## config.mk

```make
export PLATFORM = sky130hd
export DESIGN_NAME = dmem_responder_flat
export DESIGN_NICKNAME = d
export VERILOG_FILES = /design/src/rtl/dmem_responder_if.sv /design/src/rtl/dmem_responder.sv /design/src/flat_wrapper.sv
export SDC_FILE = /design/constraint.sdc
export NUM_CORES = 2
export LEC_CHECK = 0
export CAP_MARGIN = 10
export CORE_ASPECT_RATIO = 0.75
export CORE_UTILIZATION = 55
export CTS_CLUSTER_DIAMETER = 100
export CTS_CLUSTER_SIZE = 12
export DETAILED_ROUTE_END_ITERATION = 10
export DONT_BUFFER_PORTS = 1
export MAX_ROUTING_LAYER = met4
export PLACE_DENSITY = 0.7
export SYNTH_ARGS = -nofsm -noshare
export SYNTH_HDL_FRONTEND = slang
export SYNTH_SLANG_ARGS = --single-unit
```

## constraint.sdc

```tcl
create_clock -name clk -period 3.5 [get_ports clk]
set_input_delay 0.525 -clock clk [delete_from_list [all_inputs] [get_ports clk]]
set_output_delay 0.525 -clock clk [all_outputs]
set_load 0.01 [all_outputs]
```

## src/rtl/dmem_responder_if.sv

```systemverilog
// dmem_responder_if: CPU MEM-stage load/store request and response channel
interface dmem_responder_if #(parameter int ADDR_W = 5);
  logic              req_valid;
  logic              req_write;
  logic [ADDR_W-1:0] req_addr;
  logic [31:0]       req_wdata;
  logic [3:0]        req_be;
  logic              req_ready;
  logic              resp_valid;
  logic              resp_ready;
  logic [31:0]       resp_rdata;
  logic              resp_err;
  modport master (
    output req_valid, req_write, req_addr, req_wdata, req_be, resp_ready,
    input  req_ready, resp_valid, resp_rdata, resp_err
  );
  modport slave (
    input  req_valid, req_write, req_addr, req_wdata, req_be, resp_ready,
    output req_ready, resp_valid, resp_rdata, resp_err
  );
endinterface

```

## src/rtl/dmem_responder.sv

```systemverilog
// dmem_responder: wait-state data memory answering one load/store at a time
module dmem_responder #(
  parameter int ADDR_W   = 5,
  parameter int DEPTH    = 32,
  parameter int WAIT_CYC = 2
) (
  input  logic              clk,
  input  logic              rst_n,
  dmem_responder_if.slave   s,
  output logic              busy
);
  localparam int MW = DEPTH > 1 ? $clog2(DEPTH) : 1;
  localparam logic [ADDR_W:0] DEPTH_W = (ADDR_W+1)'(DEPTH);
  localparam logic [3:0] WC = 4'(WAIT_CYC);
  typedef enum logic [1:0] {IDLE, WAIT, RESP} state_t;
  state_t            state;
  logic [3:0]        cnt;
  logic              wr_q;
  logic [ADDR_W-1:0] addr_q;
  logic [31:0]       wdata_q;
  logic [3:0]        be_q;
  logic [31:0]       mem [DEPTH];
  logic              c_write, commit, in_range;
  logic [ADDR_W-1:0] c_addr;
  logic [31:0]       c_wdata;
  logic [3:0]        c_be;
  logic [MW-1:0]     idx;
  // with no wait cycles the accepting edge is also the commit edge, so use the live request
  always_comb begin
    c_write  = state == IDLE ? s.req_write : wr_q;
    c_addr   = state == IDLE ? s.req_addr  : addr_q;
    c_wdata  = state == IDLE ? s.req_wdata : wdata_q;
    c_be     = state == IDLE ? s.req_be    : be_q;
    commit   = (state == IDLE && s.req_valid && WAIT_CYC == 0) || (state == WAIT && cnt == 4'd1);
    in_range = {1'b0, c_addr} < DEPTH_W;
    idx      = c_addr[MW-1:0];
  end
  always_ff @(posedge clk) begin
    if (!rst_n) begin
      state        <= IDLE;
      s.req_ready  <= 1'b1;
      s.resp_valid <= 1'b0;
      s.resp_rdata <= '0;
      s.resp_err   <= 1'b0;
      busy         <= 1'b0;
      cnt          <= '0;
      wr_q         <= 1'b0;
      addr_q       <= '0;
      wdata_q      <= '0;
      be_q         <= '0;
      for (int i = 0; i < DEPTH; i++) mem[i] <= '0;
    end else begin
      case (state)
        IDLE: if (s.req_valid) begin
          state       <= WAIT;
          wr_q        <= s.req_write;
          addr_q      <= s.req_addr;
          wdata_q     <= s.req_wdata;
          be_q        <= s.req_be;
          cnt         <= WC;
          s.req_ready <= 1'b0;
          busy        <= 1'b1;
        end
        WAIT: cnt <= cnt - 4'd1;
        RESP: if (s.resp_ready) begin
          state        <= IDLE;
          s.resp_valid <= 1'b0;
          s.req_ready  <= 1'b1;
          busy         <= 1'b0;
        end
        default: state <= IDLE;
      endcase
      if (commit) begin
        state        <= RESP;
        s.resp_valid <= 1'b1;
        s.resp_err   <= !in_range;
        s.resp_rdata <= (!c_write && in_range) ? mem[idx] : '0;
        if (c_write && in_range)
          for (int b = 0; b < 4; b++)
            if (c_be[b]) mem[idx][8*b +: 8] <= c_wdata[8*b +: 8];
      end
    end
  end
endmodule

```

## src/flat_wrapper.sv

```systemverilog
// flat-port wrapper written by rule: the top's interface ports become plain ports
module dmem_responder_flat 
#(
  parameter int ADDR_W   = 5,
  parameter int DEPTH    = 32,
  parameter int WAIT_CYC = 2
)
  (clk, rst_n, busy, s_req_valid, s_req_write, s_req_addr, s_req_wdata, s_req_be, s_resp_ready, s_req_ready, s_resp_valid, s_resp_rdata, s_resp_err);
  dmem_responder_if #(.ADDR_W(ADDR_W)) s_i ();
  input  logic clk;
  input  logic rst_n;
  output logic busy;
  input wire logic [$bits(s_i.req_valid)-1:0] s_req_valid;
  input wire logic [$bits(s_i.req_write)-1:0] s_req_write;
  input wire logic [$bits(s_i.req_addr)-1:0] s_req_addr;
  input wire logic [$bits(s_i.req_wdata)-1:0] s_req_wdata;
  input wire logic [$bits(s_i.req_be)-1:0] s_req_be;
  input wire logic [$bits(s_i.resp_ready)-1:0] s_resp_ready;
  output wire logic [$bits(s_i.req_ready)-1:0] s_req_ready;
  output wire logic [$bits(s_i.resp_valid)-1:0] s_resp_valid;
  output wire logic [$bits(s_i.resp_rdata)-1:0] s_resp_rdata;
  output wire logic [$bits(s_i.resp_err)-1:0] s_resp_err;
  assign s_i.req_valid = s_req_valid;
  assign s_i.req_write = s_req_write;
  assign s_i.req_addr = s_req_addr;
  assign s_i.req_wdata = s_req_wdata;
  assign s_i.req_be = s_req_be;
  assign s_i.resp_ready = s_resp_ready;
  assign s_req_ready = s_i.req_ready;
  assign s_resp_valid = s_i.resp_valid;
  assign s_resp_rdata = s_i.resp_rdata;
  assign s_resp_err = s_i.resp_err;
  dmem_responder #(.ADDR_W(ADDR_W), .DEPTH(DEPTH), .WAIT_CYC(WAIT_CYC)) u_core (.clk(clk), .rst_n(rst_n), .s(s_i), .busy(busy));
endmodule
```

==> metrics.txt <==
status=complete, no violations; routed vias/inst=6.406; chip height=252.4 µm; clock root cell=clkbuf_16; setup bufs post-CTS=0; P&R area growth vs syn=12.07%; worst setup path endpoint=u_core.s.resp_rdata[0]$_SDFFE_PN0N_; nets=3911; mapped cell area=45990 µm²; ys flop type=edfxtp_1; Total Wirelength=between 100000 and 150000 µm; Routed wire per std cell=25.57 µm; Setup Viol. Count Final=0; top cell type's share of synthesized area=66.86%; post-synthesis cell type count=48; slew of the pin with the lowest slew margin=1173 ps; Tot GR Track Use=between 30% and 40%; DRT Pass-1 Iters=8; Num CTS Buffers=102; Slew HR=a little over a fifth; largest net degree at the start of global routing=about 170; met2 WL post-DR=around 58000 µm; max-cap check violation count=0; pwr dens=548.3 nW/µm²; via count=~32000; RSZ-0062 raised after global routing=no; crit path max fanout=41; number of synthesized flops with an enable pin=1024; GPL Wtd Cong=0.8768; Residual DRC=0; Synth Instances=approximately 3900; hold path depth=1; fin area=about 52000 µm²; NetSw=between 6000 and 7000 µW; DRT met1 WL=a little over 50000 µm; Async SR Flop Fraction=0%; clock transition at the registers of the reported paths=~60 ps; core area=82550 µm²; CTS tree=done; Worst setup SP type=flop; GR Overflow Total=0; Critical path origin=u_core.state[1]$_SDFFE_PN0P_; PortBufs=0; IO Count=82; Initial Util=55.72%; Post-Layout Cell Count=5069; Logic pwr share=9.9%; fmax=298.7 MHz; H-tree depth=3; WS Path Type=reg2reg; Worst R2R Path Depth=10; share of cells above drive strength 1=11.23%; register area share after synthesis=70.47%; Crit Reg-Reg Endpoint=u_core.s.resp_rdata[0]$_SDFFE_PN0N_; Worst EP required=a little over 4000 ps; met3 WL=roughly 17000 µm; Syn Area/Cell=about 12 µm²; Inst Count DP=4832; die span in x=approximately 340 µm; Final Max Slew Viols=0; Area after DPL=48130 µm²; Tcrit/Tclk final=95.64%; Synth area leaders=edfxtp_1 (67%), nor2_1 (8.5%), o22ai_1 (6.7%); final hold vios=0; first-pass GRT wire length=191700 µm; Synthesis Warnings=0; Setup crit end kind=flop; full die area=84800 µm²; HPWL Detailed=77170 µm; worst clock skew=19.71 ps; Net Sw Frac=24.73%; Final Power=28260 µW; Clock Power Share=between 30% and 40%; Synth Register Bits=between 1000 and 1500; Sum Neg Setup Slack=0 ps; worst hold path class=in2reg; Max clock buf depth=3; Max Used Layer=met4; initial DRC count=about 5300; Rows=91; leading area contributor after synthesis=edfxtp_1; clk_lat worst skew=680 ps; leakage dissipation=0.01813 µW; Pint=21270 µW; Final ANT Viol Nets=0; vias in the first global route=30635; Max VDD drop=0.0004348 V; syn_nets=3902; worst reg-to-reg setup slack=150 ps; initial antenna violation count=1; Worst R2R Start=u_core.state[1]$_SDFFE_PN0P_; minimum clock period=3348 ps; Reg power frac=53.3%; clock sink total=1107; crit path DAT=a little under 4000 ps
-- metrics by stage --
step                      hold slack, ps  setup slack, ps  utilization, %
after floorplan                    442.8            933.6               -
after global placement             458.7            349.8           58.30
after detailed placement           468.9            291.2           58.30
after CTS                          2.732            218.9           62.44
after global routing               18.48            60.92           62.44
final                              67.46            152.4           62.44
-- worst max-delay path, stage by stage (launching register included) --
cell and delay [ps]:
dfxtp_1 400, buf_4 220, nor2_4 370, o21a_4 380, buf_12 320, buf_12 190
o22ai_1 80, o21ai_0 470, nand3_1 170, nor4b_1 520, a21o_1 130
-- cell families after synthesis --
group                      Yosys count  synth area share (%)
DFF                               1107                 70.47
adders and majority gates            2               0.05440
and+or+nand+nor                   1539                 14.38
other                                1              0.008153
muxes                               37                0.8379
buffers and inverters              302                 2.873
AOI/OAI and AO/OA                  866                 11.38
-- layout by cell type, fill, tap and decap left out, types with 4 or more instances in the layout --
cell | synthesis | routed
clkbuf_16 | 0 | 105
nor2_8 | 9 | 9
a22oi_1 | 20 | 20
dlygate4sd3_1 | 0 | 43
nand3_1 | 34 | 33
inv_6 | 0 | 4
mux2i_4 | 1 | 33
o21ai_0 | 228 | 228
buf_12 | 0 | 29
a21o_1 | 32 | 32
nor2_1 | 1036 | 1030
and2_1 | 7 | 4
nor4b_1 | 33 | 33
nand2_1 | 257 | 256
a21boi_0 | 42 | 42
clkbuf_1 | 175 | 83
buf_4 | 18 | 126
nand4_1 | 31 | 31
edfxtp_1 | 1024 | 1024
inv_1 | 9 | 9
a21oi_1 | 4 | 4
nand2b_1 | 4 | 4
nor2_4 | 6 | 13
o22ai_1 | 496 | 496
a31oi_1 | 6 | 6
nand2_2 | 105 | 106
dfxtp_1 | 83 | 83
o21ai_1 | 29 | 29
-- registers in the layout, summed over array words and instances, names as in the netlist --
signal,cells
u_core.busy,1
u_core.addr_q,5
u_core.cnt,4
u_core.state,2
u_core.be_q,4
u_core.wr_q,1
u_core.s.resp_rdata,32
u_core.wdata_q,32
u_core.s.req_ready,1
u_core.s.resp_valid,1
u_core.mem,1024
-- synth_stat cells, drive strengths merged (3+ instances only) --
library cell	number
a21boi	42
a21o	32
a21oi	5
a22oi	20
a31oi	6
and2	7
and3	3
buf	118
clkbuf	175
dfxtp	83
edfxtp	1024
inv	9
mux2i	35
nand2	362
nand2b	4
nand3	34
nand4	31
nor2	1053
nor4b	34
o21a	3
o21ai	257
o22ai	496
or2b	3
-- layer usage --
| layer | global-route usage, % | vias up |
|---|---|---|
| met4 | 8.297 | 0 |
| met2 | 45.48 | 2161 |
| met5 | - | - |
| met3 | 6.928 | 237 |
| met1 | 45.08 | 15900 |
| li1 | - | 14173 |
-- worst min path at each step --
| stage | start | to | slack [ps] |
|---|---|---|---|
| 4_1_cts | rst_n | u_core.wdata_q[26]$_SDFFE_PN0P_ | 3 |
| 2_1_floorplan | u_core.wdata_q[16]$_SDFFE_PN0P_ | u_core.wdata_q[16]$_SDFFE_PN0P_ | 440 |
| 6_report | rst_n | u_core.wdata_q[17]$_SDFFE_PN0P_ | 70 |
| 3_5_place_dp | u_core.addr_q[2]$_SDFFE_PN0P_ | u_core.addr_q[2]$_SDFFE_PN0P_ | 470 |
| 5_1_grt | rst_n | u_core.wdata_q[25]$_SDFFE_PN0P_ | 20 |
| 3_3_place_gp | u_core.be_q[2]$_SDFFE_PN0P_ | u_core.be_q[2]$_SDFFE_PN0P_ | 460 |
-- final cells by class --
| cell class | instances | area, µm² |
|---|---|---|
| sequential | 1107 | 32410 |
| fill | 6284 | 31000 |
| multi-input combinational | 2445 | 12760 |
| clock buffer | 188 | 2939 |
| timing repair buffer | 198 | 1957 |
| tap | 1116 | 1396 |
| clock inverter | 5 | 46.29 |
| inverter | 9 | 33.78 |
| antenna | 1 | 2.502 |
-- what timing repair did --
action / 4_1_cts / 5_1_grt
endpoints found under the hold margin: 49 / 0
hold buffers: 43 / 0
resized for setup: 0 / 1
setup endpoints to repair: 0 / 1
-- power by group through the flow --
stage / Sequential, µW / Clock [µW] / Combinational, µW
4_1_cts: 15000 / 10500 / 2730
3_5_place_dp: 15300 / 0 / 2670
5_1_grt: 15100 / 11000 / 2930
6_report: 15100 / 10400 / 2800
3_3_place_gp: 15300 / 0 / 2650
2_1_floorplan: 15200 / 0 / 1620
Power figures use the tool's default switching activity.
